<file path="config.mk">
export PLATFORM = sky130hd
export DESIGN_NAME = seq_event_arbiter
export DESIGN_NICKNAME = d
export VERILOG_FILES = /design/src/rtl/seq_event_pkg.sv /design/src/rtl/rr_arb3.sv /design/src/rtl/seq_event_arbiter.sv
export SDC_FILE = /design/constraint.sdc
export NUM_CORES = 1
export LEC_CHECK = 0
export BUFFER_PORTS_ARGS = -buffer_cell sky130_fd_sc_hd__buf_4
export CAP_MARGIN = 20
export CORE_MARGIN = 8
export CORE_UTILIZATION = 40
export DETAILED_ROUTE_END_ITERATION = 12
export GPL_TIMING_DRIVEN = 1
export PLACE_DENSITY = 0.67
export SLEW_MARGIN = 20
export SYNTH_ARGS = -nofsm -noshare
export SYNTH_HDL_FRONTEND = slang
export SYNTH_SLANG_ARGS = --single-unit
</file>
<file path="constraint.sdc">
create_clock -name clk -period 1.4 [get_ports clk]
set_input_delay 0.07 -clock clk [delete_from_list [all_inputs] [get_ports clk]]
set_output_delay 0.07 -clock clk [all_outputs]
set_load 0.005 [all_outputs]
</file>
<file path="src/rtl/seq_event_pkg.sv">
// Shared constants and types for the event arbiter.
// Channel ids, FSM state type and a mod-3 increment helper.
package seq_event_pkg;

  localparam logic [1:0] CH_W = 2'd0;
  localparam logic [1:0] CH_X = 2'd1;
  localparam logic [1:0] CH_Y = 2'd2;
  localparam int NUM_CH = 3;

  typedef enum logic {
    IDLE  = 1'b0,
    OFFER = 1'b1
  } state_e;

  function automatic logic [1:0] ch_inc(input logic [1:0] c);
    return (c == CH_Y) ? CH_W : c + 2'd1;
  endfunction

endpackage

</file>
<file path="src/rtl/rr_arb3.sv">
// Three-way round-robin picker, purely combinational.
// Searches ptr, ptr+1, ptr+2 (mod 3); first pending wins.
module rr_arb3
  import seq_event_pkg::*;
(
  input  logic [2:0] pending,
  input  logic [1:0] ptr,
  output logic [1:0] gnt_id,
  output logic       any
);

  logic [1:0] c0;
  logic [1:0] c1;
  logic [1:0] c2;

  // Rotated search order starting at the pointer
  always_comb begin
    c0     = (ptr == 2'd3) ? CH_W : ptr;
    c1     = ch_inc(c0);
    c2     = ch_inc(c1);
    any    = |pending;
    gnt_id = CH_W;
    if (pending[c0])      gnt_id = c0;
    else if (pending[c1]) gnt_id = c1;
    else if (pending[c2]) gnt_id = c2;
  end

endmodule

</file>
<file path="src/rtl/seq_event_arbiter.sv">
// Captures per-channel hit pulses and offers them round-robin on a
// valid/ready port. Counters built only with SEQ_EVENT_ARBITER_CNT_EN.
module seq_event_arbiter
  import seq_event_pkg::*;
#(
  parameter int CNT_W = 8
) (
  input  logic             clk,
  input  logic             reset,
  input  logic [2:0]       hit,
  input  logic             enable,
  output logic             evt_valid,
  input  logic             evt_ready,
  output logic [1:0]       evt_id,
  output logic             evt_overrun,
  input  logic             ovr_clr,
  input  logic [1:0]       cnt_sel,
  output logic [CNT_W-1:0] cnt_value,
  input  logic             cnt_clr
);

  state_e     state_q, state_d;
  logic [2:0] pend_q, pend_d;
  logic [2:0] ovr_q, ovr_d;
  logic [1:0] ptr_q, ptr_d;
  logic [1:0] id_q, id_d;
  logic [2:0] hs_ch;
  logic [2:0] cap;
  logic [2:0] new_ovr;
  logic [1:0] gnt_id;
  logic       any;
  logic       hs;

  rr_arb3 u_arb (
    .pending (pend_q),
    .ptr     (ptr_q),
    .gnt_id  (gnt_id),
    .any     (any)
  );

  // FSM output: valid is high for the whole OFFER state
  always_comb begin
    evt_valid = (state_q == OFFER);
    evt_id    = id_q;
  end

  assign hs          = evt_valid & evt_ready;
  assign evt_overrun = |ovr_q;

  // Pending capture, handshake clear and overrun detection
  always_comb begin
    pend_d  = pend_q;
    new_ovr = '0;
    cap     = hit & {3{enable}};
    hs_ch   = '0;
    for (int i = 0; i < NUM_CH; i++) begin
      hs_ch[i] = hs && (id_q == 2'(i));
      if (hs_ch[i])      pend_d[i] = cap[i];
      else if (cap[i]) begin
        pend_d[i]  = 1'b1;
        new_ovr[i] = pend_q[i];
      end
    end
    ovr_d = (ovr_q & ~{3{ovr_clr}}) | new_ovr;
  end

  // FSM next state, offered id and round-robin pointer
  always_comb begin
    state_d = state_q;
    id_d    = id_q;
    ptr_d   = ptr_q;
    unique case (state_q)
      IDLE: begin
        if (any) begin
          state_d = OFFER;
          id_d    = gnt_id;
        end
      end
      OFFER: begin
        if (hs) begin
          state_d = IDLE;
          ptr_d   = ch_inc(id_q);
        end
      end
      default: state_d = IDLE;
    endcase
  end

  // State register
  always_ff @(posedge clk or posedge reset) begin
    if (reset) begin
      state_q <= IDLE;
      pend_q  <= '0;
      ovr_q   <= '0;
      ptr_q   <= CH_W;
      id_q    <= CH_W;
    end else begin
      state_q <= state_d;
      pend_q  <= pend_d;
      ovr_q   <= ovr_d;
      ptr_q   <= ptr_d;
      id_q    <= id_d;
    end
  end

`ifdef SEQ_EVENT_ARBITER_CNT_EN
  logic [CNT_W-1:0] cnt_q [NUM_CH];
  logic [CNT_W-1:0] cnt_d [NUM_CH];

  // Saturating accept counters; clear beats increment
  always_comb begin
    for (int i = 0; i < NUM_CH; i++) begin
      cnt_d[i] = cnt_q[i];
      if (cnt_clr)
        cnt_d[i] = '0;
      else if (hs_ch[i] && (cnt_q[i] != '1))
        cnt_d[i] = cnt_q[i] + 1'b1;
    end
  end

  // Counter registers
  always_ff @(posedge clk or posedge reset) begin
    if (reset) begin
      for (int i = 0; i < NUM_CH; i++) cnt_q[i] <= '0;
    end else begin
      for (int i = 0; i < NUM_CH; i++) cnt_q[i] <= cnt_d[i];
    end
  end

  // Counter readback mux; select 3 reads zero
  always_comb begin
    unique case (cnt_sel)
      2'd0:    cnt_value = cnt_q[0];
      2'd1:    cnt_value = cnt_q[1];
      2'd2:    cnt_value = cnt_q[2];
      default: cnt_value = '0;
    endcase
  end
`else
  logic unused_cnt;

  assign unused_cnt = ^{cnt_sel, cnt_clr, hs_ch};

  // Counters absent: readback is constant zero
  always_comb begin
    cnt_value = '0;
  end
`endif

endmodule

</file>
==> summary.md, run 1 <==
| Metric | Value |
|---|---|
| Std-Cell Rows | `14` |
| Synth warn | `0` |
| Leakage | `0.3766 nW` |
| Die area | `3112 um^2` |
| Crit end category | `flop` |
| Count leader, synth | `dfrtp_1` |
| Vias in the first global route | `495` |
| DIE HEIGHT | `55.79 um` |
| Overall Power | `1.596 mW` |
| Clock Path Buffers | `2` |
| Die Width | `55.79 um` |
| DR vias/cell | `4.863` |
| Startpoint types | `flop` |
| Final setup margin | `46.13 ps` |
| CP Class | `reg -> reg` |
| TritonCTS buffer count | `3` |
| PortBufs | `11` |
| Clock sinks | `11` |
| Core Region | `1489 um^2` |
| Final hold violations | `0` |
| Mapped Cells | `70` |
| Worst path cell trace | `inv_1 > ha_2 > inv_2 > and4_1 > a21oi_2 > o21ai_2` |
| DR DRC count | `0` |
| Clock transition at path regs | `70 ps` |
| Post-Syn Area | `633.1 um^2` |
| Crit path time final | `1354 ps` |
| RePlAce Congestion | `0.7599` |
| Hpwl dp | `992.4 um` |
| CTS tree | `yes` |
| Vias | `496` |
| P per Cell Area | `2051 nW/um^2` |
| Synth cell count leaders | `dfrtp_1 (11), inv_1 (9), nand2_1 (9)` |
| Final ANT Viol Nets | `0` |
| Final Max Tran Viols | `0` |
| Crit path required time | `1540 ps` |
| Post-synth cell types | `23` |
| Diodes inserted | `0` |
| Initial core utilization | `0.4252` |
| Area leader, netlist | `dfrtp_1` |
| Initial antenna violation count | `0` |
| GR Overflow Total | `0` |
| Placement Setup Slack | `-48.69 ps` |
| Hold WC Path Type | `in -> reg` |
| Final setup TNS | `0 ps` |
| Max Cap Violations | `0` |
| NumNets Final | `101` |
| Final Routed Wirelength | `1279 um` |
| Clock Skew | `6.577 ps` |
| Layout cell share with drive strength beyond 1 | `0.2907` |
| Total Routing Usage GR | `0.08210` |
| Ys flop type | `dfrtp_1` |
| Clk_lat worst skew | `270 ps` |
| Post-synth EDFFs | `0` |
| CP Max Fanout | `4` |
| Worst vdd ir | `1.033 mV` |
| Syn-to-layout area delta | `22.92%` |
| Reg2reg setup slack | `50 ps` |
| Status | `complete, no violations` |
| RSZ-0062 raised after global routing | `false` |
| Crit share post-route | `0.9670` |
| Share of the synthesized area in the top cell type | `0.4348` |
| Crit path DAT | `1500 ps` |
| First-pass GRT wire length | `2166 um` |
| CTS root buf | `clkbuf_4` |
| Fillers | `152` |
| First-pass DRT Iterations | `4` |
| Seq/Total Area, Yosys | `0.4348` |
| Max Freq | `738.6 MHz` |
| Cell at the slowest stage of the critical path | `dfrtp_2` |
| Pin count of the biggest net entering global routing | `12` |
| Asr flop ratio synth | `1.000` |
| # IOs | `23` |
| Final Setup Violations | `0` |
| Routed WL per cell | `12.54 um` |
| Synthesis-stage register bit count | `11` |
| Synth area leaders | `dfrtp_1 (43%), buf_4 (9.5%), ha_1 (5.9%)` |
| CP max stage delay | `410 ps` |
| # H-tree levels | `1` |
| Mean Syn Cell Area | `9.044 um^2` |
| 1st-iter DRT viols | `5` |
## path summary, 6_finish.rpt
path	startpoint	to	cells after the start
worst max-delay path	ptr_q[0]	evt_id[0]	6
worst min-delay path	ovr_clr	ovr_q[1]	2
worst max register to register	ptr_q[0]	evt_id[0]	6
worst min register to register	ovr_q[1]	ovr_q[1]	2
max in group asynchronous	reset	ptr_q[0]	3
min in group asynchronous	reset	pend_q[2]	3
## layout by cell type, fill, tap and decap left out, drive strengths merged, types with 2 or more instances in the layout
cell type  synthesis  layout
a21oi              2       2
buf                8      12
clkbuf             0       4
conb               1       8
dfrtp             11      11
ha                 3       3
inv                9       9
mux2i              3       3
nand2             10      10
nand2b             2       2
nor2               2       2
o21ai              4       4
o22ai              4       4
o31ai              2       2
## what timing repair did
action | in CTS | in global routing
pin swaps | 0 | 1
buffers inserted | 0 | 1
hold buffers | 1 | 0
resized for setup | 2 | 9
endpoints found under the hold margin | 11 | 0
setup endpoints to repair | 1 | 1
## stage by stage
step	hold slack [ps]	instance area, um^2	util	cells
2_1_floorplan	-77.56	659.4	-	77
3_3_place_gp	83.47	701.9	0.4714	96
3_5_place_dp	85.95	701.9	0.4714	96
4_1_cts	8.589	740.7	0.4975	101
5_1_grt	23.18	778.2	0.5227	102
6_report	10.22	778.2	0.5227	102
## cells by family after synthesis
family,share of synthesized area
flops,0.4348
simple gates,0.1462
buf+inv,0.1482
mux,0.04743
fa+ha+maj,0.05929
compound gates,0.1581
other cells,0.005923
## flip-flops by register name (all words and copies together), names as in the netlist
| register | count |
|---|---|
| ovr_q | 3 |
| pend_q | 3 |
| evt_id | 2 |
| ptr_q | 2 |
| evt_valid | 1 |
## critical path, delay by kind of cell (launching register included)
kind            cells  cell delay, ps
simple gates        1             190
buf+inv             2             110
flops               1             410
compound gates      2             190
fa+ha+maj           1             320
## power breakdown
part / switching, mW / total (mW) / internal, mW / leakage [nW]
logic: 0.385 / 0.774 / 0.390 / 0.233
registers: 0.161 / 0.612 / 0.451 / 0.129
clock network: 0.100 / 0.210 / 0.110 / 0.0150
total: 0.645 / 1.60 / 0.951 / 0.377
## area by class of cell
class	count	area [um^2]	share of cell area
Multi-Input combinational cell	49	321.6	0.4132
Sequential cell	11	276.5	0.3553
Timing Repair Buffer	13	100.1	0.1286
Inverter	9	33.78	0.04341
Clock buffer	4	26.28	0.03376
Tap cell	16	20.02	0.02572
## metal layers
| layer | vias up | wire length [um] | track usage |
|---|---|---|---|
| met4 | 0 | 0 | 0.04225 |
| met1 | 226 | 595 | 0.1031 |
| li1 | 252 | - | - |
| met5 | - | 0 | 0 |
| met2 | 18 | 600 | 0.1202 |
| met3 | 0 | 82 | 0.02740 |
Power figures use the tool's default switching activity.
==> inputs of run 2 (changes only) <==
--- a/config.mk
+++ b/config.mk
@@ -11,8 +11,9 @@
 export CORE_UTILIZATION = 40
 export DETAILED_ROUTE_END_ITERATION = 12
 export GPL_TIMING_DRIVEN = 1
-export PLACE_DENSITY = 0.67
+export PLACE_DENSITY = 0.66
 export SLEW_MARGIN = 20
 export SYNTH_ARGS = -nofsm -noshare
 export SYNTH_HDL_FRONTEND = slang
+export SYNTH_HIERARCHICAL = 1
 export SYNTH_SLANG_ARGS = --single-unit
==> summary.md, run 2 <==
| Metric | Value |
|---|---|
| Post-synthesis mux area share | `0.03267 (-0.01476)` |
| Post-synth EDFFs | `0 (unchanged)` |
| Worst path cell trace | `inv_2 > ha_4 > nor4b_4 > a311oi_2 > a311oi_1 > mux2_4` |
| Synthesis-stage register bit count | `11 (unchanged)` |
| DR vias/cell | `5.057 (+4.0%)` |
| Synth area leaders | `dfrtp_1 (40%), buf_4 (8.7%), inv_1 (7.1%)` |
| Diodes inserted | `0 (unchanged)` |
| Synth cell count leaders | `inv_1 (13), dfrtp_1 (11), buf_4 (8)` |
| Commonest non-fill, non-tap cell in the layout | `buf_4` |
| Startpoint types | `flop` |
| First-pass DRT Iterations | `4 (unchanged)` |
| Std-Cell Rows | `15 (+1)` |
| Crit share post-route | `1.150 (+0.1833)` |
| Share of the synthesized area in the top cell type | `0.3993 (-0.03551)` |
| Final Setup Violations | `2 (+2)` |
| Final ANT Viol Nets | `0 (unchanged)` |
| Crit path required time | `1550 ps (about the same)` |
| Hold Path Origin | `ovr_clr` |
| CTS tree | `yes` |
| Overall Power | `1.856 mW (+16%)` |
| Placement Setup Slack | `-213.3 ps (-164.6 ps)` |
| Final Max Tran Viols | `0 (unchanged)` |
| Hpwl dp | `1127 um (+14%)` |
| Main combinational cell family by area after synthesis | `compound AO/OA/AOI/OAI gates` |
| Die area | `3308 um^2 (+6.3%)` |
| Mean Syn Cell Area | `10.14 um^2 (+12%)` |
| Count leader, synth | `inv_1` |
| Post-synthesis xor/xnor area fraction | `0 (unchanged)` |
| Initial core utilization | `0.4127 (-0.01248)` |
| Worst vdd ir | `1.119 mV (+8.3%)` |
| Synth Area in Adders | `0.05445 (-0.004842)` |
| Pin count of the biggest net entering global routing | `12 (unchanged)` |
| Crit path time final | `1611 ps (+256.7 ps)` |
| Biggest registers after layout | `ovr_q: 3 flops, pend_q: 3 flops` |
| Status | `finished with violations` |
| Routed WL per cell | `15.00 um (+20%)` |
| Max Freq | `620.9 MHz (-16%)` |
| Final setup margin | `-210.5 ps (-256.7 ps)` |
| Reg2reg setup slack | `-210 ps (-260 ps)` |
| Ys flop type | `dfrtp_1` |
| GR Overflow Total | `0 (unchanged)` |
| Clock transition at path regs | `70 ps (about the same)` |
| Synth warn | `6 (+6)` |
| Leakage | `0.4559 nW (+21%)` |
| Vias | `531 (+7.1%)` |
| Clock sinks | `11 (unchanged)` |
| Die Width | `57.52 um (+3.1%)` |
| P per Cell Area | `2081 nW/um^2 (+1.4%)` |
| Clock Path Buffers | `2 (unchanged)` |
| Max Cap Violations | `0 (unchanged)` |
| 1st-iter DRT viols | `6 (+1)` |
| CP Class | `reg -> reg` |
| R2R depth | `6 (unchanged)` |
| Core Region | `1670 um^2 (+12%)` |
| Final Routed Wirelength | `1575 um (+23%)` |
| # H-tree levels | `1 (unchanged)` |
| Clk_lat worst skew | `260 ps (about the same)` |
| Syn-to-layout area delta | `29.40%` |
| Layout cell share with drive strength beyond 1 | `0.4091 (+0.1184)` |
| First-pass GRT wire length | `2622 um (+21%)` |
| Post-Syn Area | `689.4 um^2 (+8.9%)` |
| Crit path DAT | `1760 ps (+260 ps)` |
| DR DRC count | `0 (unchanged)` |
| Post-synth cell types | `25 (+8.7%)` |
| # IOs | `23 (unchanged)` |
| Seq/Total Area, Yosys | `0.3993 (-0.03551)` |
| NumNets Final | `103 (+2.0%)` |
| Total Routing Usage GR | `0.09940 (+0.01730)` |
| Cell at the slowest stage of the critical path | `dfrtp_2` |
| CTS root buf | `clkbuf_4` |
| TritonCTS buffer count | `3 (unchanged)` |
| Area leader, netlist | `dfrtp_1` |
| Vias in the first global route | `579 (+17%)` |
| Post-synthesis simple-gate area fraction | `0.1543 (+0.008020)` |
| CP max stage delay | `430 ps (+20 ps)` |
| Hold WC Path Type | `in -> reg` |
| DIE HEIGHT | `57.52 um (+3.1%)` |
| RSZ-0062 raised after global routing | `true` |
| Mapped Cells | `68 (-2.9%)` |
| Asr flop ratio synth | `1.000 (unchanged)` |
| Crit end category | `flop` |
| Worst R2R Start | `ptr_q[0]` |
| Most frequent cells in the layout | `buf_4 (15), inv_1 (11), dfrtp_1 (10)` |
| WHS | `6.049 ps (-4.172 ps)` |
| Clock Skew | `4.367 ps (-2.210 ps)` |
| Failing checks | `setup timing` |
| Hold Path Depth | `2 (unchanged)` |
| Hold Path Sink | `ovr_q[2]` |
| PortBufs | `11 (unchanged)` |
| Worst reg2reg endpoint | `evt_id[0]` |
| Initial antenna violation count | `0 (unchanged)` |
| RePlAce Congestion | `0.8209 (+8.0%)` |
| Synth Area in Compound Gates | `0.1960 (+0.03790)` |
| CP Max Fanout | `3 (-1)` |
| Final hold violations | `0 (unchanged)` |
## run 2: stage by stage
step	utilization	std cells	setup TNS, ps	area [um^2]
final	0.5341	105	-326.8	892.1
after floorplan	-	75	-59.63	730.7
after detailed placement	0.4727	97	-282.3	789.5
after global routing	0.5341	105	-448.7	892.1
after CTS	0.5273	104	-257.4	880.8
after global placement	0.4727	97	-202.0	789.5
## run 2: worst max-delay path: cells and delay by family, from the launching register on
| family | cells | cell delay [ps] |
|---|---|---|
| DFF | 1 | 430 |
| AOI/OAI and AO/OA | 2 | 400 |
| muxes | 1 | 270 |
| adders and majority gates | 1 | 210 |
| and+or+nand+nor | 1 | 130 |
| buffers and inverters | 1 | 70 |
## run 2: kinds of logic after synthesis
family / after synthesis
buf+inv: 21
compound gates: 15
simple gates: 15
flops: 11
fa+ha+maj: 3
mux: 2
other cells: 1
## run 2: where the power goes
group	switching [mW]	leakage, nW	total, mW	internal (mW)
combinational	0.472	0.312	1.07	0.595
sequential	0.131	0.129	0.575	0.444
clock	0.105	0.0150	0.215	0.110
## run 2: cell type report
| class | count | area [um^2] |
|---|---|---|
| fill | 163 | 778.2 |
| multi-input combinational | 43 | 385.4 |
| sequential | 11 | 276.5 |
| timing repair buffer | 17 | 133.9 |
| inverter | 13 | 48.80 |
| clock buffer | 4 | 26.28 |
| tap | 17 | 21.27 |
## run 2: worst max path at each step
stage,start,end,slack [ps],depth (start not counted)
after floorplan,ptr_q[1],evt_id[0],-60,6
after global placement,ptr_q[1],evt_id[0],-140,6
after detailed placement,ptr_q[1],evt_id[0],-210,6
after CTS,ptr_q[0],evt_id[0],-140,6
after global routing,ptr_q[1],evt_id[0],-260,6
final,ptr_q[0],evt_id[0],-210,6
## run 2: layer usage
metal  up-vias  GRT usage  wire length, um
met5         -          0                0
met4         0    0.04643               22
met3         2    0.02018               70
met2        14     0.1736              860
met1       256     0.1118              621
li1        259          -                -
## run 2: repair_timing
item / CTS / global route
setup buffers: 2 / 1
endpoints found under the hold margin: 11 / 0
hold buffers: 1 / 0
pin swaps: 6 / 2
endpoints found under the setup margin: 2 / 2
resized for setup: 11 / 1
